==> src/rtl/fp32_square.sv <==
// Iterative IEEE-754 single-precision squarer: one shift-add pass over the
// 24-bit significand, then a single round/pack cycle. Result is always non-negative.
module fp32_square #(
    parameter int          MUL_ITERS = 24,
    parameter logic [31:0] QNAN      = 32'h7FC00001
) (
    input  logic        clk,
    input  logic        rst_n,
    input  logic [31:0] a,
    input  logic        in_valid,
    output logic        in_ready,
    output logic [31:0] result,
    output logic        out_valid,
    input  logic        out_ready
);
    typedef enum logic [1:0] {IDLE, MULT, ROUND, DONE} state_t;

    state_t      state;
    logic [23:0] mant;
    logic [7:0]  exp_a;
    logic        special;
    logic [31:0] special_res;
    logic [4:0]  counter;
    logic [47:0] acc;
    logic        unused_sign;

    // The sign of a square is always positive, so the operand sign is dropped.
    assign unused_sign = a[31];
    assign in_ready    = (state == IDLE);

    function automatic logic [31:0] pack(input logic [47:0] p, input logic [7:0] ea);
        logic signed [9:0] e;
        logic signed [9:0] base;
        logic signed [9:0] ef;
        logic [9:0]        s;
        logic [24:0]       v;
        logic [23:0]       shifted;
        logic [22:0]       frac;
        logic [23:0]       sum;
        logic              guard;
        logic              sticky;
        logic              inc;
        e = $signed({1'b0, ea, 1'b0}) - 10'sd127;
        if (p[47]) begin
            frac   = p[46:24];
            guard  = p[23];
            sticky = |p[22:0];
            e      = e + 10'sd1;
        end else begin
            frac   = p[45:23];
            guard  = p[22];
            sticky = |p[21:0];
        end
        base = e;
        if (e <= 10'sd0) begin
            // Denormalise: hidden bit enters the fraction, lost bits fold into sticky.
            s = 10'sd1 - e;
            v = {1'b1, frac, guard};
            if (s >= 10'd25) begin
                shifted = '0;
                sticky  = 1'b1;
            end else begin
                shifted = 24'(v >> s);
                sticky  = sticky | (|(v & ~(25'h1FFFFFF << s)));
            end
            frac  = shifted[23:1];
            guard = shifted[0];
            base  = 10'sd0;
        end
        inc = guard & (sticky | frac[0]);
        sum = {1'b0, frac} + {23'b0, inc};
        ef  = base + $signed({9'b0, sum[23]});
        if (ef >= 10'sd255)
            return 32'h7F800000;
        return {1'b0, ef[7:0], sum[22:0]};
    endfunction

    always_ff @(posedge clk) begin
        if (!rst_n) begin
            state     <= IDLE;
            out_valid <= 1'b0;
            result    <= '0;
            counter   <= '0;
            acc       <= '0;
        end else begin
            case (state)
                IDLE: begin
                    if (in_valid) begin
                        mant    <= {1'b1, a[22:0]};
                        exp_a   <= a[30:23];
                        counter <= '0;
                        acc     <= '0;
                        if (a[30:23] == 8'hFF) begin
                            special     <= 1'b1;
                            special_res <= (a[22:0] != 23'd0) ? QNAN : 32'h7F800000;
                        end else begin
                            // Zero and subnormal squares both round to +0.
                            special     <= (a[30:23] == 8'h00);
                            special_res <= '0;
                        end
                        state <= MULT;
                    end
                end
                MULT: begin
                    if (mant[counter])
                        acc <= acc + ({24'b0, mant} << counter);
                    counter <= counter + 5'd1;
                    if (counter == 5'(MUL_ITERS - 1))
                        state <= ROUND;
                end
                ROUND: begin
                    result    <= special ? special_res : pack(acc, exp_a);
                    out_valid <= 1'b1;
                    state     <= DONE;
                end
                DONE: begin
                    if (out_ready) begin
                        out_valid <= 1'b0;
                        state     <= IDLE;
                    end
                end
                default: state <= IDLE;
            endcase
        end
    end
endmodule

==> config.mk <==
export PLATFORM = sky130hd
export DESIGN_NAME = fp32_square
export DESIGN_NICKNAME = d
export VERILOG_FILES = /design/src/rtl/fp32_square.sv
export SDC_FILE = /design/constraint.sdc
export NUM_CORES = 1
export LEC_CHECK = 0
export ABC_AREA = 1
export BUFFER_PORTS_ARGS = -buffer_cell sky130_fd_sc_hd__buf_2
export CORE_MARGIN = 2
export CORE_UTILIZATION = 60
export DETAILED_ROUTE_END_ITERATION = 6
export PLACE_DENSITY = 0.81
export SLEW_MARGIN = 20
export SYNTH_ARGS = -nofsm -noshare
export SYNTH_HDL_FRONTEND = slang
export SYNTH_SLANG_ARGS = --single-unit
==> constraint.sdc <==
create_clock -name clk -period 8.7 [get_ports clk]
set_input_delay 1.74 -clock clk [delete_from_list [all_inputs] [get_ports clk]]
set_output_delay 1.74 -clock clk [all_outputs]
set_load 0.03 [all_outputs]
Word-level counts from Yosys, hierarchy flattened:

Index checks and enable logic that the tools add are counted.

* register bits after elaboration: 152
* logic and storage cells: 96

* add/subtract/negate cells: 7
* magnitude comparators: 4
* equal/unequal tests: 9
* shifts and indexed selects: 3
* multiplexer cells: 46
* bitwise gates (word level): 5
* reductions and logical operators: 13

Operator list (number)
* $mux W23: 7
* $mux W32: 3
* $mux W48: 2
* $pmux W48 S2: 1
* $mux W10: 6
* $add A48 B48 Y48: 1
* $shl A24 B5 Y48: 1
* $and A25 B25 Y25: 1
* $not A25 Y25: 1
* $reduce_or A25 Y1: 1
* $shl A25 B10 Y25 const A: 1
* $shr A25 B10 Y24: 1
* $add A23 B1 Y24: 1
* $mux W24: 1
* $reduce_bool A23 Y1: 1
* $reduce_or A23 Y1: 1
* $reduce_or A22 Y1: 1
* $mux W1: 18
* $add A10 B2 Y10: 1
* $add A10 B2 Y10 const B: 1
* $ge A10 B5 Y1 const B: 1
* $ge A10 B9 Y1 const B: 1
* $le A10 B1 Y1 const B: 1
* $pmux W5 S2: 1
* other kinds (21): 32

Logic depth before layout (Yosys ltp):

* word-level depth: 25
* gate-level depth with buffers: 48
* depth with buffers taken out: 44

Worst setup path before layout:

No wires, ideal clock.

* path kind: reg2reg
* start: reg acc[47]
* end: reg result[15]
* data arrival time: 5496 ps
* required time: 8629 ps
* setup slack: 3133 ps
* stages on the path, launching flop included: 48
* clock period less this slack: 5567 ps
* cell sequence: dfxtp_1 > buf_6 > inv_4 > buf_2 > ha_1 > buf_6 > inv_2 > buf_2 > ha_1 > nand2_1 > inv_1 > nand2_1 > nor2_2 > nand2_1 > nand2_1 > nand2_1 > inv_2 > buf_6 > [... 12 more ...] > nor2_2 > nand3_1 > nor3_2 > ha_1 > ha_1 > nor3b_1 > nand4_1 > nor2_1 > xor2_1 > a31o_1 > nand2_1 > nand2_2 > nor2_2 > buf_2 > nand2_1 > nand2_1 > nand2_1 > a21oi_1

* longest elaborated chain between the ends: 23
* elaborated cells between the ends (all ways): 45
* classes of those cells: add/sub: 3; order compare: 3; shift: 2; mux: 31; bitwise: 5; reduce/logical: 1

RTL lines
* start, declared: line 24 `logic [47:0] acc;`
* start signal, assigned: line 106 `acc <= acc + ({24'b0, mant} << counter);`
* $mux W10: line 44 `if (p[47]) begin`
* $mux W10: line 86 `case (state)`
* $mux W10: line 79 `if (!rst_n) begin`
* $sub A2 B10 Y10: line 57 `s = 10'sd1 - e;`
* $shl A25 B10 Y25: line 64 `sticky = sticky | (|(v & ~(25'h1FFFFFF << s)));`
* $not A25 Y25: line 64
* $and A25 B25 Y25: line 64
* $reduce_or A25 Y1: line 64
* [... 7 more ...]
* $add A23 B1 Y24: line 71 `sum = {1'b0, frac} + {23'b0, inc};`
* $add A10 B2 Y10: line 72 `ef = base + $signed({9'b0, sum[23]});`
* $ge A10 B9 Y1: line 73 `if (ef >= 10'sd255)`
* $mux W1: line 73
* $mux W1: line 86
* $mux W1: line 79
* $mux W32 (*): line 75 `return {1'b0, ef[7:0], sum[22:0]};`
* $mux W32 (*): line 112 `result <= special ? special_res : pack(acc, exp_a);`
* end signal, assigned: line 112
* end, declared: line 12 `output logic [31:0] result,`

Every way passes the cells marked *; elsewhere a longest branch is shown, timed or not. The select of a mux whose other input is x is not followed.
A chain may end at the register's enable or synchronous reset.

Worst setup path after layout:

* start: reg acc[47]
* end: reg result[21]

The elaborated chain is that of the path after synthesis.

==> out/metrics.yaml <==
setup_path:
  r2r-start: "acc[47]"
  rr_worst_depth: 40
  critPathArrivalTime_ns: 6.85
  crit_top_cell: "nand2_1"
  start_kind: "flop"
  crit_required_ns: 9.06
  cp-end-kind: "flop"
  crit_fanout: 53
  cp_slowest_cell: "buf_4"
  slowest_delay_ns: 0.48
  critPathKind: "flop to flop"
  rrSetupSlack_ns: 2.20
  reg2reg_to: "result[21]"
hold_path:
  min_to: "result[3]"
  holdPathStages: 2
  hp-class: "flop to flop"
  hp-start: "result[3]"
detailed_routing:
  dr.max_layer_used: "met4"
  wl_met1_um: 16700
  met2_length_um: 17700
  drt_iter0_markers: 1575
  ant_nets: 0
  dr.pass1.iters: 6
  drc: 0
  vias: 13900
  totalWireLength_um: 38800
  met3WireLength_um: 3170
  viasPerCell: 6.09
  wl_per_cell_um: 17.0
synthesis:
  syn_avg_cell_area_um2: 6.19
  seq_area_frac_synth: 0.225
  netlist_instances: 1987
  synth-edff-count: 34
  yosys_most_used_dff: "dfxtp_1"
  yosysWarnings: 0
  ys_seq_elements: 121
  syn_nets: 2086
  async_flop_share: 0
  synth_cell_types: 70
  netlist_area_um2: 12300
floorplan:
  std_cell_rows: 52
  die_w_um: 147
  start_util: 0.610
  dieArea_um2: 21700
  core_um2: 20200
  die_h_um: 147
  ios: 70
clock_network:
  cts-root-buf: "clkbuf_16"
  clkTransAtPathRegs_ns: 0.06
  clockBufferDepth: 2
  cts_tree: "built"
  ctsResizeCount: 0
  postCtsSetupBuffers: 0
  cts_max_level: 4
  clk_latency_ns: 0.44
  cts_buffers: 17
  hold_buffers: 0
  cts_sinks: 121
layout:
  layout_common_cells: "489 x nand2_1, 215 x a21oi_1, 201 x nor2_1"
  area_growth_pct: 7.68
  multi_input_area_um2: 8410
  finalNetCount: 2100
  layout_commonest_cell: "nand2_1"
  ff_latch_area_um2: 2770
  num-fill-cells: 1906
  drive_above_1_share: 0.112
  antenna_cells: 0
sta:
  setup_tns_ns: 0
  tightest_slew_ns: 0.993
  setup_viol: 0
  period_share: 0.747
  setup_ws_ns: 2.20
  hold_viol: 0
  clock.fmax_mhz: 154
  skew_ns: 0.00921
  maxSlewHeadroom: 0.337
  period_needed_ns: 6.50
  slew_viol_final: 0
  rsz0062_at_grt: "false"
global_routing:
  grtUsageTotal: 0.356
  grt_max_degree: 54
  antenna_found_initial: 0
  grt_pass1_wl_um: 62300
  grt_pass1_vias: 12400
  globalRouteOverflowTotal: 0
power_and_ir_drop:
  power.share.sequential: 0.275
  clkPwrFrac: 0.295
  leakage_nw: 5.99
  power_frac_comb: 0.430
  p_per_area_nw_per_um2: 191
  irDropWorstVdd_uv: 139
  power.switching_w: 0.00116
  intPower_w: 0.00136
  power.total_w: 0.00253
  p_sw_frac: 0.460
outcome:
  status: "completed"
placement:
  post-dp-hpwl_um: 29600
  io_buffers: 67
  post-place-ws_ns: 2.39
  gp_congestion: 0.990
job:
  cap_violations: 0
==> worst max-delay path by stage <==
| stage | startpoint | end | slack (ns) | cells past startpoint |
|---|---|---|---|---|
| floorplan | acc[47] | result[15] | 3.13 | 47 |
| global placement | acc[47] | result[21] | 2.56 | 40 |
| detailed placement | acc[47] | result[15] | 2.39 | 42 |
| CTS | acc[47] | result[15] | 2.33 | 42 |
| global route | acc[47] | result[15] | 1.63 | 42 |
| finish | acc[47] | result[21] | 2.20 | 40 |
==> registers in the layout, summed over array words and instances, names as in the netlist <==
register,count
mant,23
exp_a,8
result,31
out_valid,1
special_res,2
special,1
counter,5
acc,48
state,2
==> cell families (layout without fill, tap and decap cells) <==
family | Yosys count | count (layout) | synth area share
muxes | 16 | 16 | 0.0130
other | 1 | 1 | 0.000305
and+or+nand+nor | 1035 | 1035 | 0.382
buffers and inverters | 266 | 293 | 0.0921
AOI/OAI and AO/OA | 471 | 471 | 0.213
adders and majority gates | 63 | 63 | 0.0647
DFF | 121 | 121 | 0.225
xor gates and xnor gates | 14 | 14 | 0.0106
==> area by class of cell <==
class,instances,area share
clock buffer,17,0.0321
timing repair buffer,84,0.0349
sequential,121,0.209
multi-input combinational,1600,0.635
clock inverter,15,0.0132
tap,270,0.0255
inverter,177,0.0507
==> Yosys cell counts, drive strengths merged (2+ instances only) <==
master / count / area (µm²)
buf: 30 / 225
dfxtp: 87 / 1740
a21o: 8 / 60.1
a22oi: 5 / 37.5
a211oi: 3 / 22.5
o21a: 7 / 52.6
nand3b: 3 / 35.0
clkinv: 4 / 20.0
and2: 4 / 25.0
a32o: 2 / 20.0
o221ai: 3 / 26.3
nand2: 516 / 2030
clkbuf: 57 / 218
mux2i: 16 / 160
and3: 2 / 12.5
nand4: 54 / 338
xor2: 10 / 95.1
inv: 173 / 652
nor4: 16 / 100
or2: 8 / 50.1
o31ai: 4 / 30.0
nor3: 20 / 115
o21bai: 6 / 45.0
a21boi: 6 / 45.0
a21oi: 216 / 1080
nand3: 177 / 926
o2111ai: 3 / 26.3
o22ai: 8 / 56.3
nor2: 232 / 1040
a31oi: 25 / 156
edfxtp: 34 / 1020
o21ai: 159 / 826
ha: 62 / 776
o211ai: 10 / 80.1
a221oi: 2 / 17.5
xnor2: 4 / 35.0
==> power by group through the flow <==
stage | Clock (W) | Combinational, W | Sequential (W)
3_5_place_dp | 0 | 0.00106 | 0.000706
6_report | 0.000745 | 0.00109 | 0.000695
5_1_grt | 0.000767 | 0.00121 | 0.000704
4_1_cts | 0.000748 | 0.00106 | 0.000694
2_1_floorplan | 0 | 0.000781 | 0.000709
3_3_place_gp | 0 | 0.00104 | 0.000703
==> metal layers <==
| metal | global-route usage | vias up |
|---|---|---|
| met1 | 0.475 | 6311 |
| met5 | 0 | - |
| met2 | 0.578 | 679 |
| met4 | 0.135 | 0 |
| met3 | 0.0606 | 107 |
| li1 | - | 6820 |
==> stage by stage <==
stage                     hold WS, ns  utilization  instances  instance area, µm²
final                           0.461        0.657       2284               13300
after global placement          0.449        0.627       2252               12600
after global routing            0.475        0.657       2284               13300
after CTS                       0.464        0.657       2284               13200
after detailed placement        0.454        0.627       2252               12600
after floorplan                 0.457            -       1987               12300
==> worst max-delay path: cells and delay by family, from the launching register on <==
family | cells | cell delay, ns
AO/OA/AOI/OAI | 2 | 0.34
adder cells (fa/ha/maj) | 3 | 0.58
AND/OR/NAND/NOR | 28 | 3.70
buffers and inverters | 6 | 1.31
XOR/XNOR | 1 | 0.08
flip-flops | 1 | 0.35
No activity file was read; power rests on OpenSTA's default activity.
